[config.mk]
export PLATFORM = sky130hd
export DESIGN_NAME = led_bank_arbiter_flat
export DESIGN_NICKNAME = d
export VERILOG_FILES = /design/src/rtl/led_bank_arbiter_if.sv /design/src/rtl/led_bank_arbiter.sv /design/src/flat_wrapper.sv
export SDC_FILE = /design/constraint.sdc
export NUM_CORES = 1
export LEC_CHECK = 0
export CAP_MARGIN = 15
export CORE_ASPECT_RATIO = 0.8
export CORE_MARGIN = 5
export CORE_UTILIZATION = 50
export DETAILED_ROUTE_END_ITERATION = 6
export PLACE_DENSITY = 0.86
export SKIP_LAST_GASP = 1
export SLEW_MARGIN = 0
export SYNTH_ARGS = -nofsm -noshare
export SYNTH_HDL_FRONTEND = slang
export SYNTH_SLANG_ARGS = --single-unit
[constraint.sdc]
create_clock -name i_clk -period 1.3 [get_ports i_clk]
set_clock_uncertainty 0.05 [all_clocks]
set_input_delay 0.26 -clock i_clk [delete_from_list [all_inputs] [get_ports i_clk]]
set_output_delay 0.26 -clock i_clk [all_outputs]
set_load 0.01 [all_outputs]
[src/rtl/led_bank_arbiter_if.sv]
// led_bank_arbiter_if: request/pattern inputs and grant/LED outputs of the LED bank arbiter
interface led_bank_arbiter_if #(
  parameter int NUM_REQ = 4,
  parameter int WIDTH = 8
);
  logic i_tick;
  logic [NUM_REQ-1:0] i_req;
  logic [NUM_REQ*WIDTH-1:0] i_data;
  logic [NUM_REQ-1:0] o_grant;
  logic [WIDTH-1:0] o_led;
  logic o_busy;
  modport master (output i_tick, i_req, i_data, input o_grant, o_led, o_busy);
  modport slave (input i_tick, i_req, i_data, output o_grant, o_led, o_busy);
endinterface

[src/rtl/led_bank_arbiter.sv]
// led_bank_arbiter: round-robin ownership of the LED bank with tick-based hold and a one-cycle blank on handover
module led_bank_arbiter #(
  parameter int NUM_REQ = 4,
  parameter int WIDTH = 8,
  parameter int HOLD_TICKS = 250,
  parameter logic [WIDTH-1:0] IDLE_PATTERN = '0
) (
  input logic i_clk,
  input logic i_reset,
  led_bank_arbiter_if.slave bus
);
  localparam int CW = $clog2(HOLD_TICKS + 1);
  localparam int PW = $clog2(NUM_REQ);
  typedef enum logic [1:0] {IDLE, OWN, SWITCH} state_t;
  state_t state;
  logic [1:0] rst_sync;
  logic rst_n;
  logic [PW-1:0] ptr, win;
  logic [CW-1:0] cnt;
  logic [NUM_REQ-1:0] grant;
  logic [WIDTH-1:0] led;
  logic busy, found, others, owner_req, expired;
  // reset asserts immediately, releases two clocks after i_reset rises
  always_ff @(posedge i_clk or negedge i_reset) begin
    if (!i_reset) rst_sync <= 2'b00;
    else rst_sync <= {rst_sync[0], 1'b1};
  end
  assign rst_n = rst_sync[1];
  // first active requester after the last winner, wrapping, so the last winner ranks lowest
  always_comb begin
    found = 1'b0;
    win = ptr;
    for (int i = 1; i <= NUM_REQ; i++) begin
      if (!found && bus.i_req[(int'(ptr) + i) % NUM_REQ]) begin
        found = 1'b1;
        win = PW'((int'(ptr) + i) % NUM_REQ);
      end
    end
  end
  assign owner_req = bus.i_req[ptr];
  assign others = |(bus.i_req & ~(NUM_REQ'(1) << ptr));
  assign expired = cnt == CW'(HOLD_TICKS);
  // ownership FSM; ptr doubles as the current owner index while in OWN
  always_ff @(posedge i_clk or negedge rst_n) begin
    if (!rst_n) begin
      state <= IDLE;
      grant <= '0;
      led <= IDLE_PATTERN;
      busy <= 1'b0;
      ptr <= PW'(NUM_REQ - 1);
      cnt <= '0;
    end else begin
      case (state)
        OWN: begin
          if (!owner_req || (expired && others)) begin
            state <= SWITCH;
            grant <= '0;
            led <= IDLE_PATTERN;
          end else begin
            led <= bus.i_data[int'(ptr)*WIDTH +: WIDTH];
            if (bus.i_tick && !expired) cnt <= cnt + 1'b1;
          end
        end
        default: begin
          if (found) begin
            state <= OWN;
            grant <= NUM_REQ'(1) << win;
            ptr <= win;
            cnt <= '0;
            busy <= 1'b1;
          end else begin
            state <= IDLE;
            busy <= 1'b0;
          end
        end
      endcase
    end
  end
  assign bus.o_grant = grant;
  assign bus.o_led = led;
  assign bus.o_busy = busy;
  grant_onehot: assert property (@(posedge i_clk) disable iff (!rst_n) $onehot0(grant));
endmodule

[src/flat_wrapper.sv]
// flat-port wrapper written by rule: the top's interface ports become plain ports
module led_bank_arbiter_flat 
#(
  parameter int NUM_REQ = 4,
  parameter int WIDTH = 8,
  parameter int HOLD_TICKS = 250,
  parameter logic [WIDTH-1:0] IDLE_PATTERN = '0
)
  (i_clk, i_reset, bus_i_tick, bus_i_req, bus_i_data, bus_o_grant, bus_o_led, bus_o_busy);
  led_bank_arbiter_if #(.NUM_REQ(NUM_REQ), .WIDTH(WIDTH)) bus_i ();
  input logic i_clk;
  input logic i_reset;
  input wire logic [$bits(bus_i.i_tick)-1:0] bus_i_tick;
  input wire logic [$bits(bus_i.i_req)-1:0] bus_i_req;
  input wire logic [$bits(bus_i.i_data)-1:0] bus_i_data;
  output wire logic [$bits(bus_i.o_grant)-1:0] bus_o_grant;
  output wire logic [$bits(bus_i.o_led)-1:0] bus_o_led;
  output wire logic [$bits(bus_i.o_busy)-1:0] bus_o_busy;
  assign bus_i.i_tick = bus_i_tick;
  assign bus_i.i_req = bus_i_req;
  assign bus_i.i_data = bus_i_data;
  assign bus_o_grant = bus_i.o_grant;
  assign bus_o_led = bus_i.o_led;
  assign bus_o_busy = bus_i.o_busy;
  led_bank_arbiter #(.NUM_REQ(NUM_REQ), .WIDTH(WIDTH), .HOLD_TICKS(HOLD_TICKS), .IDLE_PATTERN(IDLE_PATTERN)) u_core (.i_clk(i_clk), .i_reset(i_reset), .bus(bus_i));
endmodule
======== Word level (Yosys, flattened, before mapping) ========
Cells that the tools add are included.
cells by class
  $add $sub $neg .......................... 5
  magnitude comparators ................... 5
  equality and inequality tests ........... 5
  shifts and indexed selects .............. 3
  multiplexer cells ....................... 34
  bitwise gates (word level) .............. 7
  reduce and logical (&&, ||, !) cells .... 20
operator list
  cell                                                                           count
  8-bit 2-to-1 mux                                                               5
  32-bit by 6-bit indexed part select with 8-bit output                          1
  3-bit by 4-bit less-than comparator with 1-bit output (second input constant)  4
  1-bit 2-to-1 mux                                                               15
  2-bit 2-to-1 mux                                                               6
  4-bit 2-to-1 mux                                                               3
  1-bit binary-select mux with 2-bit select                                      5
  8-bit by 1-bit adder with 8-bit output (second input constant)                 1
  8-bit equality test (second input constant)                                    1
  2-bit OR reduction                                                             4
  1-bit by 2-bit left shift with 4-bit output (first input constant)             2
  1-bit logical AND                                                              5
  1-bit logical NOT                                                              5
  2-bit by 1-bit adder with 2-bit output (second input constant)                 2
  2-bit adder (second input constant)                                            2
  1-bit AND (first input constant)                                               4
  4-bit AND                                                                      1
  2-bit by 1-bit != test with 1-bit output (second input constant)               2
  4-bit inverter                                                                 1
  2-bit AND reduction                                                            2
  4-bit OR reduction                                                             1
  2-bit by 3-bit less-than comparator with 1-bit output (second input constant)  1
  3-bit AND reduction                                                            1
  2-bit by 1-bit equality test with 1-bit output (second input constant)         1
  4 further kinds                                                                4
storage, ports and cells
  register bits ........................... 27
  output and inout port bits .............. 13
  word-level logic and storage cells ...... 86

======== Logic depth before layout (Yosys ltp) ========
  depth in word-level cells ............... 19
  depth in mapped cells ................... 9
  mapped depth without buffers ............ 7

======== Worst setup path after synthesis ========
OpenSTA, ideal clock, no wires.
  path type ............................... reg2reg
  from .................................... register u_core.ptr[0]
  to ...................................... register u_core.grant[2] (netlist: u_core.bus.o_grant[2])
  setup time .............................. 0.068 ns
  arrival ................................. 2.268 ns
  setup slack ............................. -1.086 ns
  stages on the path, launching flop included .. 10
  path buffers ............................ 2
  path through ............................ dfstp_2 buf_6 buf_6 inv_1 ha_1 mux4_1 nor3_1 o21bai_1 o221ai_2 a32o_1
on the way
  word-level cells in the longest chain between the ends .. 17
ends and longest elaborated chain
  element                                              line                                            RTL
  from (decl)                                          led_bank_arbiter.sv:18                          logic [PW-1:0] ptr, win;
  from (signal assigned)                               led_bank_arbiter.sv:50                          ptr <= PW'(NUM_REQ - 1);
  from (signal assigned)                               led_bank_arbiter.sv:68                          ptr <= win;
  2-bit by 1-bit adder with 2-bit output               led_bank_arbiter.sv:34, led_bank_arbiter.sv:36
  1-bit binary-select mux with 2-bit select            led_bank_arbiter.sv:34                          if (!found && bus.i_req[(int'(ptr) + i) % NUM_REQ]) begin
  1-bit 2-to-1 mux (implied by the code) (2 in a row)  led_bank_arbiter.sv:34
  1-bit 2-to-1 mux                                     led_bank_arbiter.sv:34
  1-bit logical NOT                                    led_bank_arbiter.sv:34
  1-bit logical AND                                    led_bank_arbiter.sv:34
  1-bit 2-to-1 mux                                     led_bank_arbiter.sv:34
  1-bit logical NOT                                    led_bank_arbiter.sv:34
  1-bit logical AND                                    led_bank_arbiter.sv:34
  1-bit 2-to-1 mux                                     led_bank_arbiter.sv:34
  1-bit logical NOT                                    led_bank_arbiter.sv:34
  1-bit logical AND                                    led_bank_arbiter.sv:34
  2-bit 2-to-1 mux                                     led_bank_arbiter.sv:34
  1-bit by 2-bit left shift with 4-bit output          led_bank_arbiter.sv:67                          grant <= NUM_REQ'(1) << win;
  4-bit 2-to-1 mux                                     led_bank_arbiter.sv:65                          if (found) begin
  4-bit 2-to-1 mux                                     led_bank_arbiter.sv:53                          case (state)
  to (signal assigned)                                 led_bank_arbiter.sv:67
  to (decl)                                            led_bank_arbiter.sv:20                          logic [NUM_REQ-1:0] grant;
Parallel ways exist; a longest one is shown, timed or not. The select of a mux whose other input is x is not followed.
A chain may end at the register's enable or synchronous reset.

======== Worst setup path in the final report ========
  from .................................... register u_core.ptr[0]
  to ...................................... register u_core.grant[3] (netlist: u_core.bus.o_grant[3])
Same word-level chain as after synthesis.

==> qor.csv <==
stage;metric;value;unit
worst_setup_path;rr_worst_depth;8;
synthesis;synth.distinct_cells;41;
flow_run;cap_violations;0;
power;total_power;5700;uW
synthesis;netlist_instances;153;
worst_setup_path;start_kind;register;
finish;regArea;678;um2
clocking;insertion_delay;0.28;ns
routing;ant_nets;0;
worst_setup_path;path_cells;clkinvlp_4 -> ha_4 -> mux4_2 -> buf_4 -> nand2b_4 -> and2b_2 -> xnor2_2 -> a32o_1;
synthesis;postSynth.asyncResetShare;100;%
routing;drtIter0Drc;133;
clocking;postCtsHoldBufs;0;
floorplan;fp.dieW;74.9;um
clocking;ctsLongestPathBuffers;2;
placed_design;dpl.hpwl;3.85;mm
global_routing;grt_usage;25.4;%
synthesis;syn_area;0.00168;mm2
clocking;clkTransAtPathRegs;0.10;ns
timing;finalMaxSlewViolations;0;
power;clkPwrFrac;8.8;%
routing;post_drt_wl_per_cell;20.4;um
timing;finalCritPeriodShare;183;%
routing;vias_per_cell;5.95;
synthesis;synth_edf_count;0;
synthesis;yosysSeqAreaShare;40.3;%
clocking;cts_made_buffers;3;
power;power_density;2090;mW/mm2
finish;fin_cells;289;
worst_setup_path;crit_required;1.42;ns
finish;nets;295;
power;p_comb_share;69.0;%
synthesis;avgSynthCellArea;11.0;um2
timing;finalCriticalPeriod;2.38;ns
finish;drive_gt1_share;36.1;%
floorplan;io_pins;52;
synthesis;synth_nets;198;
finish;area_growth;61.8;%
synthesis;ys_warn_count;0;
placed_design;dpl.cell_count;270;
worst_setup_path;crit_arrival;2.50;ns
floorplan;core_area;0.00315;mm2
finish;multiInputGateArea;0.00104;mm2
routing;vias;1719;
run_status;outcome;complete, but fails checks;
finish;n_antenna_cell;0;
routing;drc;0;
synthesis;ys.flop_type;dfrtp_1;
placed_design;portBuffers;51;
power;p_int;3310;uW
timing;timing.setup.tns;-20.99;ns
synthesis;ys_ff_latch;27;
worst_setup_path;critPathSlowestCell;dfstp_2;
timing;finalSetupViolations;25;
run_status;violations;negative setup slack;
floorplan;die_y;61.9;um
worst_setup_path;critPathKind;register to register;
floorplan;num_rows;18;
clocking;numClockSinks;27;
timing;rsz0062_at_grt;yes;
floorplan;die-area;0.00464;mm2
power;switching_share;41.9;%
worst_setup_path;cp_max_fo;5;
worst_setup_path;crit_path_end_kind;register;
routing;wirelength;5.90;mm
timing;fin_ws;-1.08;ns
power;p_switching;2390;uW
global_routing;grt_pass1_vias;1802;
power;pwr-share-seq;22.2;%
timing;hold_violations;0;
worst_setup_path;critPathMaxStageDelay;0.62;ns
timing;worst_hold_slack;0.0811;ns
global_routing;grt_pass1_wl;8.76;mm
global_routing;grt_max_degree;26;
clocking;clock-root-buffer;clkbuf_8;
global_routing;grt_overflow;0;
placed_design;routabilityCongestion;0.841;
placed_design;pre_cts_slack;-0.963;ns
power;power.leakage;0.00123;uW
global_routing;antenna_found_initial;0;
routing;drt_pre_antenna_iters;5;
worst_hold_path;min_path_type;input pin to async pin;
floorplan;start_util;53.4;%
clocking;htree_levels;1;
finish;fill_cells;144;
clocking;cts_tree;built;
timing;fmax;420;MHz
power;ir_drop;1600;uV
-- flip-flops by register name, summed over array words and instances (netlist names) --
register / cells
u_core.ptr: 2
u_core.bus.o_grant: 4
u_core.state: 2
u_core.bus.o_led: 8
u_core.rst_sync: 2
u_core.bus.o_busy: 1
u_core.cnt: 8
-- cells by family (layout without fill, tap and decap cells) --
kind of cell	after synthesis	count (layout)	synth area share, %
AO/OA/AOI/OAI	29	29	11.7
XOR/XNOR	6	6	3.12
adder cells (fa/ha/maj)	6	6	4.46
buffers and inverters	18	114	5.13
flip-flops	27	27	40.3
multiplexers	16	16	19.2
other	1	1	0.223
AND/OR/NAND/NOR	50	50	15.8
-- metal layers --
| layer | wire, um | track usage [%] | up-vias |
|---|---|---|---|
| li1 | - | - | 752 |
| met1 | 2250 | 29.9 | 856 |
| met2 | 3140 | 46.9 | 85 |
| met3 | 291 | 3.38 | 26 |
| met4 | 215 | 10.7 | 0 |
| met5 | 0 | 0 | - |
-- cells in the final DEF, fill, tap and decap left out, drive strengths merged, types with 2 or more instances in the layout --
| cell type | count |
|---|---|
| buf | 45 |
| clkdlybuf4s50 | 36 |
| dfrtp | 25 |
| nand2 | 15 |
| inv | 13 |
| mux4 | 12 |
| o21ai | 12 |
| nor2 | 9 |
| dlygate4sd2 | 8 |
| clkdlybuf4s15 | 6 |
| ha | 6 |
| nor2b | 4 |
| nand4 | 4 |
| a21oi | 4 |
| nand3 | 4 |
| or3 | 3 |
| xor2 | 3 |
| clkbuf | 3 |
| nand2b | 3 |
| xnor2 | 3 |
| clkinvlp | 2 |
| o21a | 2 |
| mux2i | 2 |
| mux2 | 2 |
| a32o | 2 |
| o32ai | 2 |
| dfstp | 2 |
| nor3 | 2 |
-- cell type report --
type	count	share of cell area (%)
Timing Repair Buffer	96	31.4
Tap cell	40	1.84
Clock buffer	3	1.52
Inverter	14	2.07
Sequential cell	27	24.9
Multi-Input combinational cell	108	38.0
Clock inverter	1	0.275
-- worst max-delay path, delay by kind of cell (launching register included) --
family,cells,cell delay (ns)
AOI/OAI and AO/OA,1,0.28
xor gates and xnor gates,1,0.09
adders and majority gates,1,0.30
buffers and inverters,2,0.31
DFF,1,0.62
muxes,1,0.33
and+or+nand+nor,2,0.29
-- cells in the mapped netlist, drive strengths merged (3+ instances only) --
master	count	area (um2)
mux4	12	282
nand3	4	20.0
xor2	3	26.3
nor2	9	33.8
or3	3	18.8
nand2b	3	18.8
o21ai	12	60.1
nand4	4	40.0
xnor2	3	26.3
nor2b	4	25.0
a21oi	4	20.0
nand2	15	56.3
inv	14	52.6
dfrtp	25	626
ha	6	75.1
buf	3	30.0
-- through the flow --
| stage | instance area (um2) | util, % |
|---|---|---|
| after global placement | 2480 | 78.6 |
| after floorplan | 1730 | - |
| after detailed placement | 2480 | 78.6 |
| after global routing | 2730 | 86.4 |
| final | 2730 | 86.4 |
| after CTS | 2590 | 82.1 |
-- power by group through the flow --
stage | clock network [uW] | logic [uW] | registers, uW
detailed placement | 0 | 3120 | 1270
CTS | 504 | 3300 | 1250
finish | 502 | 3930 | 1260
global route | 541 | 4170 | 1280
global placement | 0 | 2970 | 1250
floorplan | 0 | 1960 | 1340
-- worst paths after layout --
| kind | slack (ns) | endpoint | from |
|---|---|---|---|
| worst max register to register | -1.08 | u_core.bus.o_grant[3] | u_core.ptr[0] |
| worst min register to register | 0.19 | u_core.bus.o_grant[2] | u_core.rst_sync[1] |
| worst max-delay path | -1.08 | u_core.bus.o_grant[3] | u_core.ptr[0] |
| worst min-delay path | 0.08 | u_core.rst_sync[0] | i_reset |
| max in group asynchronous | 0.72 | u_core.ptr[0] | u_core.rst_sync[1] |
| min in group i_clk | 0.31 | u_core.rst_sync[1] | u_core.rst_sync[0] |
-- what timing repair did --
item	in CTS	in global routing
buffers inserted	6	10
pin swaps	2	16
gates resized for setup	23	23
setup endpoints to repair	38	33
No activity file was read; power rests on OpenSTA's default activity.
